**src/rtl/instruction_memory_ctrl.sv**
```systemverilog
`default_nettype none
// ============================================================================
// Module   : instruction_memory_ctrl
// Brief    : Synchronous-read program memory for the MIPS fetch stage. Byte
//            addresses are translated from BASE_ADDRESS into word indices, and
//            instructions return through a pipelined valid/ready port with a
//            latency of 1 (OUT_REG=0) or 2 (OUT_REG=1) cycles. Misaligned and
//            out-of-range fetches return a NOP with a fault code. A load port
//            writes a program into the array at run time.
// Revision : 1.0 - initial release
// ============================================================================
module instruction_memory_ctrl #(
  parameter int                    MEMORY_DEPTH = 64,
  parameter int                    DATA_WIDTH   = 32,
  parameter int                    ADDR_WIDTH   = 32,
  parameter logic [ADDR_WIDTH-1:0] BASE_ADDRESS = 32'h0040_0000,
  parameter int                    OUT_REG      = 1
) (
  input  logic                          clk,
  input  logic                          rst_n,
  // fetch port
  input  logic                          i_fetch_valid,
  output logic                          o_fetch_ready,
  input  logic [ADDR_WIDTH-1:0]         i_address,
  output logic                          o_instr_valid,
  output logic [DATA_WIDTH-1:0]         o_instruction,
  output logic [1:0]                    o_instr_fault,
  // load port
  input  logic                          i_load_en,
  input  logic                          i_load_valid,
  input  logic [DATA_WIDTH-1:0]         i_load_data,
  output logic                          o_load_busy,
  output logic [$clog2(MEMORY_DEPTH):0] o_load_words,
  output logic                          o_load_overflow
);

  localparam int IW = $clog2(MEMORY_DEPTH);
  localparam int LW = IW + 1;

  localparam logic [LW-1:0]         c_DEPTH_LW       = LW'(MEMORY_DEPTH);
  localparam logic [ADDR_WIDTH-1:0] c_DEPTH_AW       = ADDR_WIDTH'(MEMORY_DEPTH);
  localparam logic [1:0]            c_FAULT_OK       = 2'b00;
  localparam logic [1:0]            c_FAULT_MISALIGN = 2'b01;
  localparam logic [1:0]            c_FAULT_RANGE    = 2'b10;

  typedef enum logic [1:0] {
    ST_RUN   = 2'd0,
    ST_DRAIN = 2'd1,
    ST_LOAD  = 2'd2
  } state_t;

  // --------------------------------------------------------------------------
  // Declarations
  // --------------------------------------------------------------------------
  state_t                r_state;
  logic                  r_load_busy;
  logic [LW-1:0]         r_load_words;
  logic                  r_load_overflow;

  logic [DATA_WIDTH-1:0] r_rom [MEMORY_DEPTH];
  logic [DATA_WIDTH-1:0] r_rd_data;

  logic                  r_s1_valid;
  logic [1:0]            r_s1_fault;

  logic                  r_out_valid;
  logic [DATA_WIDTH-1:0] r_out_instr;
  logic [1:0]            r_out_fault;

  logic [ADDR_WIDTH-1:0] w_offset;
  logic [ADDR_WIDTH-1:0] w_word_off;
  logic                  w_misaligned;
  logic                  w_out_of_range;
  logic [IW-1:0]         w_index;
  logic [1:0]            w_fault;
  logic                  w_ready;
  logic                  w_accept;
  logic                  w_array_full;
  logic                  w_write;
  logic                  w_pipe_busy;
  logic [DATA_WIDTH-1:0] w_s1_instr;

  // --------------------------------------------------------------------------
  // Address decode: byte address -> word index plus fault classification.
  // Misalignment takes priority over out-of-range when both apply.
  // --------------------------------------------------------------------------
  assign w_offset       = i_address - BASE_ADDRESS;
  assign w_word_off     = w_offset >> 2;
  assign w_misaligned   = |i_address[1:0];
  assign w_out_of_range = (i_address < BASE_ADDRESS) || (w_word_off >= c_DEPTH_AW);
  assign w_index        = w_word_off[IW-1:0];
  assign w_fault        = w_misaligned   ? c_FAULT_MISALIGN :
                          w_out_of_range ? c_FAULT_RANGE    : c_FAULT_OK;

  // Fetches are refused as soon as a load is requested so the pipe can drain.
  assign w_ready      = (r_state == ST_RUN) && !i_load_en;
  assign w_accept     = i_fetch_valid && w_ready;

  assign w_array_full = (r_load_words == c_DEPTH_LW);
  assign w_write      = (r_state == ST_LOAD) && i_load_valid && !w_array_full;

  // --------------------------------------------------------------------------
  // Control FSM: RUN -> DRAIN (wait for in-flight fetches) -> LOAD, with the
  // load counter and sticky overflow flag kept alongside the state.
  // --------------------------------------------------------------------------
  always_ff @(posedge clk or negedge rst_n) begin
    if (!rst_n) begin
      r_state         <= ST_RUN;
      r_load_busy     <= 1'b0;
      r_load_words    <= '0;
      r_load_overflow <= 1'b0;
    end else begin
      case (r_state)
        ST_RUN: begin
          if (i_load_en) begin
            r_state <= ST_DRAIN;
          end
        end
        ST_DRAIN: begin
          if (!i_load_en) begin
            r_state <= ST_RUN;
          end else if (!w_pipe_busy) begin
            r_state         <= ST_LOAD;
            r_load_busy     <= 1'b1;
            r_load_words    <= '0;
            r_load_overflow <= 1'b0;
          end
        end
        ST_LOAD: begin
          if (i_load_valid) begin
            if (w_array_full) begin
              r_load_overflow <= 1'b1;
            end else begin
              r_load_words <= r_load_words + LW'(1);
            end
          end
          if (!i_load_en) begin
            r_state     <= ST_RUN;
            r_load_busy <= 1'b0;
          end
        end
        default: begin
          r_state     <= ST_RUN;
          r_load_busy <= 1'b0;
        end
      endcase
    end
  end

  // --------------------------------------------------------------------------
  // Storage array: load-port writes and synchronous fetch read. Not reset, so
  // a program survives a reset of the controller.
  // --------------------------------------------------------------------------
  always_ff @(posedge clk) begin
    if (w_write) begin
      r_rom[r_load_words[IW-1:0]] <= i_load_data;
    end
    if (w_accept) begin
      r_rd_data <= r_rom[w_index];
    end
  end

  // First pipeline stage: request valid and fault code alongside the read.
  always_ff @(posedge clk or negedge rst_n) begin
    if (!rst_n) begin
      r_s1_valid <= 1'b0;
      r_s1_fault <= c_FAULT_OK;
    end else begin
      r_s1_valid <= w_accept;
      if (w_accept) begin
        r_s1_fault <= w_fault;
      end
    end
  end

  // A faulting fetch returns an all-zero word (sll $0,$0,0 = NOP).
  assign w_s1_instr = (r_s1_fault == c_FAULT_OK) ? r_rd_data : '0;

  // --------------------------------------------------------------------------
  // Output stage(s). The visible outputs only update on a valid result so
  // Instruction and instr_fault hold between strobes.
  // --------------------------------------------------------------------------
  if (OUT_REG != 0) begin : g_out_reg
    logic                  r_s2_valid;
    logic [DATA_WIDTH-1:0] r_s2_instr;
    logic [1:0]            r_s2_fault;

    // Extra register stage between the array read and the port.
    always_ff @(posedge clk or negedge rst_n) begin
      if (!rst_n) begin
        r_s2_valid <= 1'b0;
        r_s2_instr <= '0;
        r_s2_fault <= c_FAULT_OK;
      end else begin
        r_s2_valid <= r_s1_valid;
        if (r_s1_valid) begin
          r_s2_instr <= w_s1_instr;
          r_s2_fault <= r_s1_fault;
        end
      end
    end

    // Port register fed from the extra stage.
    always_ff @(posedge clk or negedge rst_n) begin
      if (!rst_n) begin
        r_out_valid <= 1'b0;
        r_out_instr <= '0;
        r_out_fault <= c_FAULT_OK;
      end else begin
        r_out_valid <= r_s2_valid;
        if (r_s2_valid) begin
          r_out_instr <= r_s2_instr;
          r_out_fault <= r_s2_fault;
        end
      end
    end

    assign w_pipe_busy = r_s1_valid | r_s2_valid;
  end else begin : g_no_out_reg
    // Port register fed directly from the read stage.
    always_ff @(posedge clk or negedge rst_n) begin
      if (!rst_n) begin
        r_out_valid <= 1'b0;
        r_out_instr <= '0;
        r_out_fault <= c_FAULT_OK;
      end else begin
        r_out_valid <= r_s1_valid;
        if (r_s1_valid) begin
          r_out_instr <= w_s1_instr;
          r_out_fault <= r_s1_fault;
        end
      end
    end

    assign w_pipe_busy = r_s1_valid;
  end

  // --------------------------------------------------------------------------
  // Port mapping
  // --------------------------------------------------------------------------
  assign o_fetch_ready   = w_ready;
  assign o_instr_valid   = r_out_valid;
  assign o_instruction   = r_out_instr;
  assign o_instr_fault   = r_out_fault;
  assign o_load_busy     = r_load_busy;
  assign o_load_words    = r_load_words;
  assign o_load_overflow = r_load_overflow;

endmodule

`default_nettype wire

```
**config.mk**
```make
export PLATFORM = sky130hd
export DESIGN_NAME = instruction_memory_ctrl
export DESIGN_NICKNAME = d
export VERILOG_FILES = /design/src/rtl/instruction_memory_ctrl.sv
export SDC_FILE = /design/constraint.sdc
export NUM_CORES = 2
export LEC_CHECK = 0
export ABC_CLOCK_PERIOD_IN_PS = 6300
export BUFFER_PORTS_ARGS = -buffer_cell sky130_fd_sc_hd__buf_4
export CAP_MARGIN = 20
export CORE_MARGIN = 2
export CORE_UTILIZATION = 27
export CTS_CLUSTER_DIAMETER = 120
export DETAILED_ROUTE_END_ITERATION = 12
export SETUP_SLACK_MARGIN = 0.15
export SYNTH_ARGS = -nofsm -noshare
export SYNTH_HDL_FRONTEND = slang
export SYNTH_SLANG_ARGS = --single-unit
```
**constraint.sdc**
```tcl
create_clock -name clk -period 6.3 [get_ports clk]
set_input_delay 0.63 -clock clk [delete_from_list [all_inputs] [get_ports clk]]
set_output_delay 0.63 -clock clk [all_outputs]
set_load 0.01 [all_outputs]
```
After elaboration in Yosys (flattened, before gate mapping)
Memory sizes are Yosys's and may differ from the RTL's. A register that Yosys moved wholly into a read port is not among the register bits.
Cells that the tools add are included.
{ "totals": {"register_bits": 84, "ramBits": 2048, "inputBits": 69, "output_inout_bits": 45, "elab_cells": 69, "n_memories": 1} }
{ "memory_table": {"columns": ["memory", "words", "width", "read_ports", "rd_ports_with_merged_regs", "write_ports", "line_no", "rtl"], "rows": [
  ["r_rom", 64, 32, 1, 1, 1, "60", "logic [DATA_WIDTH-1:0] r_rom [MEMORY_DEPTH];"]
]} }
{ "op_classes": {"addsub": 2, "order_cmp": 2, "n_eq_ne": 11, "muxes": 24, "bitwise_logic": 2, "reduce_logical": 15} }
{ "op_table": {"columns": ["op", "count"], "rows": [
  ["< comparator 32 x 23 -> 1 bit, second input constant", 1],
  ["2-to-1 mux 32 bit", 1],
  ["subtractor 32 x 23 -> 32 bit, second input constant", 1],
  ["greater-or-equal comparator 30 x 7 -> 1 bit, second input constant", 1],
  ["2-to-1 mux 7 bit", 4],
  ["inequality test 2 bit, second input constant", 7],
  ["case mux 7 bit (2 select lines)", 1],
  ["2-to-1 mux 2 bit", 6],
  ["AND reduction 5 bit", 2],
  ["2-to-1 mux 1 bit", 9],
  ["adder 7 x 1 -> 7 bit, second input constant", 1],
  ["equality test 7 bit, second input constant", 1],
  ["case mux 2 bit (3 select lines)", 1],
  ["logical AND 1 bit", 4],
  ["logical NOT 2 bit", 2],
  ["AND reduction 4 bit", 1],
  ["inequality test 3 bit, second input constant", 1],
  ["case mux 1 bit (3 select lines)", 1],
  ["AND reduction 3 bit", 1],
  ["equality test 2 x 1 -> 1 bit, second input constant", 1],
  ["equality test 2 bit, second input constant", 1],
  ["logical NOT 1 bit", 2],
  ["case mux 1 bit (2 select lines)", 1],
  ["nonzero test 2 bit", 1],
  ["other kinds (4)", 4]
]} }

Depth between registers and ports, before layout
{ "depth": {"word_depth": 5, "depth_mapped": 10, "depth_no_buf": 7} }

Least setup slack after synthesis
Ideal clock, no wire load.
{ "synth_path": {"kind": "reg2reg", "start": "register r_load_words[5], in the netlist o_load_words[5]", "end": "memory r_rom[16][0], enable pin", "t_arrival_ps": 4768, "setup_slack_ps": 1031, "path_stages_with_launch": 9, "n_path_buf": 3, "synth_period_minus_slack_ps": 5269, "cell_sequence": "dfrtp_1 clkbuf_1 or3_1 buf_2 o311a_1 buf_2 nor2b_1 nand3b_1 nor4_1"} }
{ "synth_via": {"elab_chain_cells": 5} }
{ "synth_lines": {"columns": ["element", "line_no", "rtl"], "rows": [
  ["start, declared", "57", "logic [LW-1:0] r_load_words;"],
  ["start signal, assigned", "134", "r_load_words <= r_load_words + LW'(1);"],
  ["equality test 7 bit", "99", "assign w_array_full = (r_load_words == c_DEPTH_LW);"],
  ["logical NOT 1 bit", "100", "assign w_write = (r_state == ST_LOAD) && i_load_valid && !w_array_full;"],
  ["logical AND 1 bit", "100", null],
  ["2-to-1 mux 1 bit", "155", "if (w_write) begin"],
  ["2-to-1 mux 1 bit (implied by the code)", "156", "r_rom[r_load_words[IW-1:0]] <= i_load_data;"],
  ["end, declared", "60", null]
]} }
Several ways; a longest one is shown, not always the timed one.

Worst setup path after layout
{ "layout_path": {"start": "register r_load_words[3], in the netlist o_load_words[3]", "end": "memory r_rom[38][28], enable pin"} }
Same word-level chain as after synthesis.

==> flow_summary_export.csv <==
group,metric,value,unit
outcome,status,"finished clean",
clock_network,clk_latency,0.85,ns
detailed_routing,drc,0,
detailed_routing,num_vias,39100,
detailed_routing,drt-initial-drc-count,5345,
setup_path,worstSetupEndpointType,"flip-flop",
power,netSwitchingFraction,22.1,%
global_route,antenna_found_initial,21,
synthesis,synth_cell_types,50,
placement,place.gp.congestion,0.851,
clock_network,h-tree-depth,4,
clock_network,cts_sinks,2164,
detailed_routing,drt-vias-per-instance,4.78,
detailed_routing,wl,216000,um
timing,fin_tns_setup,0,ns
synthesis,yosys.area.top_type,"edfxtp_1",
power,combPwrFrac,5.9,%
synthesis,synth_top_area_share,75.6,%
timing,slew_viol_final,0,
detailed_routing,firstDrtPassIters,6,
synthesis,async_flop_share,3.88,%
setup_path,critical_path_arrival,4.92,ns
cells_and_area,multi_input_area,17500,um2
floorplanning,io_pins,114,
synthesis,ys.flop_type,"edfxtp_1",
cells_and_area,nets,3963,
clock_network,clk_path_buf_depth,3,
synthesis,synth.avg_cell_area,22.6,um2
clock_network,cts_tree,"done",
cells_and_area,ff_latch_area,64600,um2
timing,setup_viol,0,
clock_network,clockRootBuffer,"clkbuf_16",
floorplanning,core,305000,um2
synthesis,ys_seq_elements,2164,
global_route,grt_pass1_vias,38300,
power,power.total,30300,uW
global_route,globalRouteTotalUtil,13.6,%
placement,dp_hpwl,128000,um
setup_path,start_kind,"flip-flop",
clock_network,cts_resized,0,
timing,grt_setup_unrepaired,"false",
synthesis,syn-instance-count,3657,
floorplanning,die-area,310000,um2
cells_and_area,syn2layout_area_growth,16.8,%
floorplanning,die_x,557,um
clock_network,cts_buffers,211,
worst_hold_path,hp-class,"primary input to flip-flop",
timing,tightestPinTransition,1.14,ns
synthesis,synth_seq_area_share,78.1,%
cells_and_area,fillers,28800,
setup_path,crit_required,6.76,ns
timing,hold_violations,0,
timing,period_needed,4.47,ns
clock_network,clkTransAtPathRegs,0.06,ns
synthesis,synthesis.nets,3728,
synthesis,synth_warnings,0,
floorplanning,initial_core_util,27.1,%
job,drv_cap,0,
synthesis,synth_edf_count,2080,
placement,port_buffers,113,
timing,maxSlewHeadroom,23.0,%
power,seqPwrFrac,53.1,%
synthesis,syn-cell-area,82600,um2
timing,fin_crit_sh,70.9,%
setup_path,worstSetupPathType,"flip-flop to flip-flop",
power,peakVddDrop,0.320,mV
timing,clock.fmax,0.224,GHz
power,power_density,314,nW/um2
setup_path,reg2reg_slack,1.83,ns
global_route,grt_overflow,0,
detailed_routing,route.antenna.remaining_nets,0,
floorplanning,die_h,557,um
power,power_leakage,0.0300,uW
setup_path,critPathMaxFanout,32,
synthesis,synth_area_leaders,"edfxtp_1 (76%), mux4_2 (13%), dfrtp_1 (2.5%), mux2i_1 (2.4%), mux2_2 (1.3%)",
global_route,grt_pass1_wl,299000,um
cells_and_area,drive_gt1_share,29.4,%
global_route,grt_max_degree,85,
cells_and_area,final_common_cell,"edfxtp_1",
floorplanning,row_count,203,
cells_and_area,final_cell_mix,"edfxtp_1 (2080), mux4_2 (494), clkbuf_16 (216), mux2i_1 (196), buf_4 (174)",
power,p_sw,6690,uW
detailed_routing,wire_per_inst,26.5,um
power,p_clk_share,41.0,%
power,p_int,23600,uW
timing,clock_skew,0.0494,ns
worst max-delay path, cell delays in order, from the launching register on:
cell,delay [ns]
dfrtp_1,0.54
or3_1,0.72
o311a_1,0.66
nand4_1,0.91
nor2_4,1.20
final cells by class:
| cell class | instances | area share, % |
|---|---|---|
| Clock buffer | 258 | 5.83 |
| Inverter | 36 | 0.140 |
| Tap cell | 4100 | 5.32 |
| Sequential cell | 2164 | 66.9 |
| Multi-Input combinational cell | 1256 | 18.1 |
| Clock inverter | 132 | 1.26 |
| Antenna cell | 5 | 0.0130 |
| Timing Repair Buffer | 223 | 2.44 |
stage by stage:
step / setup slack, ns / utilization [%] / cells / hold WS (ns) / area, um2
6_report: 1.83 / 31.6 / 8174 / 0.0857 / 96500
5_1_grt: 1.66 / 31.6 / 8170 / 0.0939 / 96500
4_1_cts: 1.77 / 31.5 / 8155 / 0.0477 / 96200
3_5_place_dp: 1.81 / 29.3 / 7763 / 0.493 / 89300
3_3_place_gp: 1.93 / 29.2 / 7747 / 0.491 / 88900
2_1_floorplan: 1.03 / - / 3657 / 0.334 / 82600
power by group through the flow:
| stage | Clock (uW) | Combinational (uW) | Sequential [uW] |
|---|---|---|---|
| after floorplan | 0 | 870 | 16300 |
| after global placement | 0 | 1770 | 16400 |
| after detailed placement | 0 | 1800 | 16400 |
| after CTS | 12700 | 1800 | 16100 |
| after global routing | 13200 | 1880 | 16100 |
| final | 12400 | 1780 | 16100 |
sequential cells by signal, summed over array words and instances (netlist names):
register and count:
r_s1_valid 1, g_out_reg.r_s2_fault 2, o_load_busy 1, g_out_reg.r_s2_valid 1, o_instr_valid 1, o_load_overflow 1, r_s1_fault 2, o_instr_fault 2
g_out_reg.r_s2_instr 32, o_load_words 7, r_rd_data 32, o_instruction 32, r_rom 2048, r_state 2
path summary, 6_finish.rpt:
path,from,to,cells after the start
worst max-delay path,o_load_words[3],r_rom[38][28],4
worst min-delay path,i_address[0],r_s1_fault[1],4
worst max register to register,o_load_words[3],r_rom[38][28],4
worst min register to register,g_out_reg.r_s2_instr[2],o_instruction[2],1
max in group asynchronous,rst_n,o_load_words[4],3
min in group asynchronous,rst_n,o_instruction[18],2
logic make-up (layout without fill, tap and decap cells):
group,Yosys count,in the layout,share of synthesized area (%)
flip-flops,2164,2164,78.1
AND/OR/NAND/NOR,225,225,1.23
XOR/XNOR,3,3,0.0318
AO/OA/AOI/OAI,240,240,2.09
adder cells (fa/ha/maj),2,2,0.0303
other,0,5,0
buffers and inverters,237,649,1.34
multiplexers,786,786,17.1
cell usage after synthesis, types with 2 or more instances:
cell type  count
o41ai_1        3
a22oi_1        6
nand3_1       15
clkbuf_1      75
ha_1           2
or3_1          3
and2_1         4
a22o_1        26
mux2_2        96
buf_1         16
buf_4         15
nor2_1        81
a221oi_1      50
buf_6          7
o21ai_1        3
nor4_1         7
o211ai_1      21
nor2b_1       11
xor2_1         3
or2_2          3
nor3b_1        2
buf_2         87
o2111ai_1      3
a211oi_1      28
nand2b_1       7
o22ai_1       35
o31ai_1        3
nand3b_1       3
a2111oi_0      2
inv_1         35
nor3_1         3
a21oi_1       10
mux4_2       494
o21a_1         2
edfxtp_1    2080
o21ai_0       44
dfrtp_1       84
nand4_1        5
nand2_1       77
mux2i_1      196
repair_timing:
item / 4_1_cts / 5_1_grt
hold endpoints to repair: 22 / 0
buffers inserted: 0 / 0
hold buffers: 2 / 0
setup endpoints to repair: 0 / 0
metal layers:
| metal | wire length [um] | vias to the layer above | global-route usage (%) |
|---|---|---|---|
| met5 | 125 | - | 0 |
| met4 | 5870 | 20 | 4.13 |
| met3 | 18900 | 269 | 2.72 |
| met2 | 101000 | 1729 | 21.2 |
| met1 | 90500 | 21100 | 19.1 |
| li1 | - | 15900 | - |
Note: power is estimated with default switching activity, not from simulation.
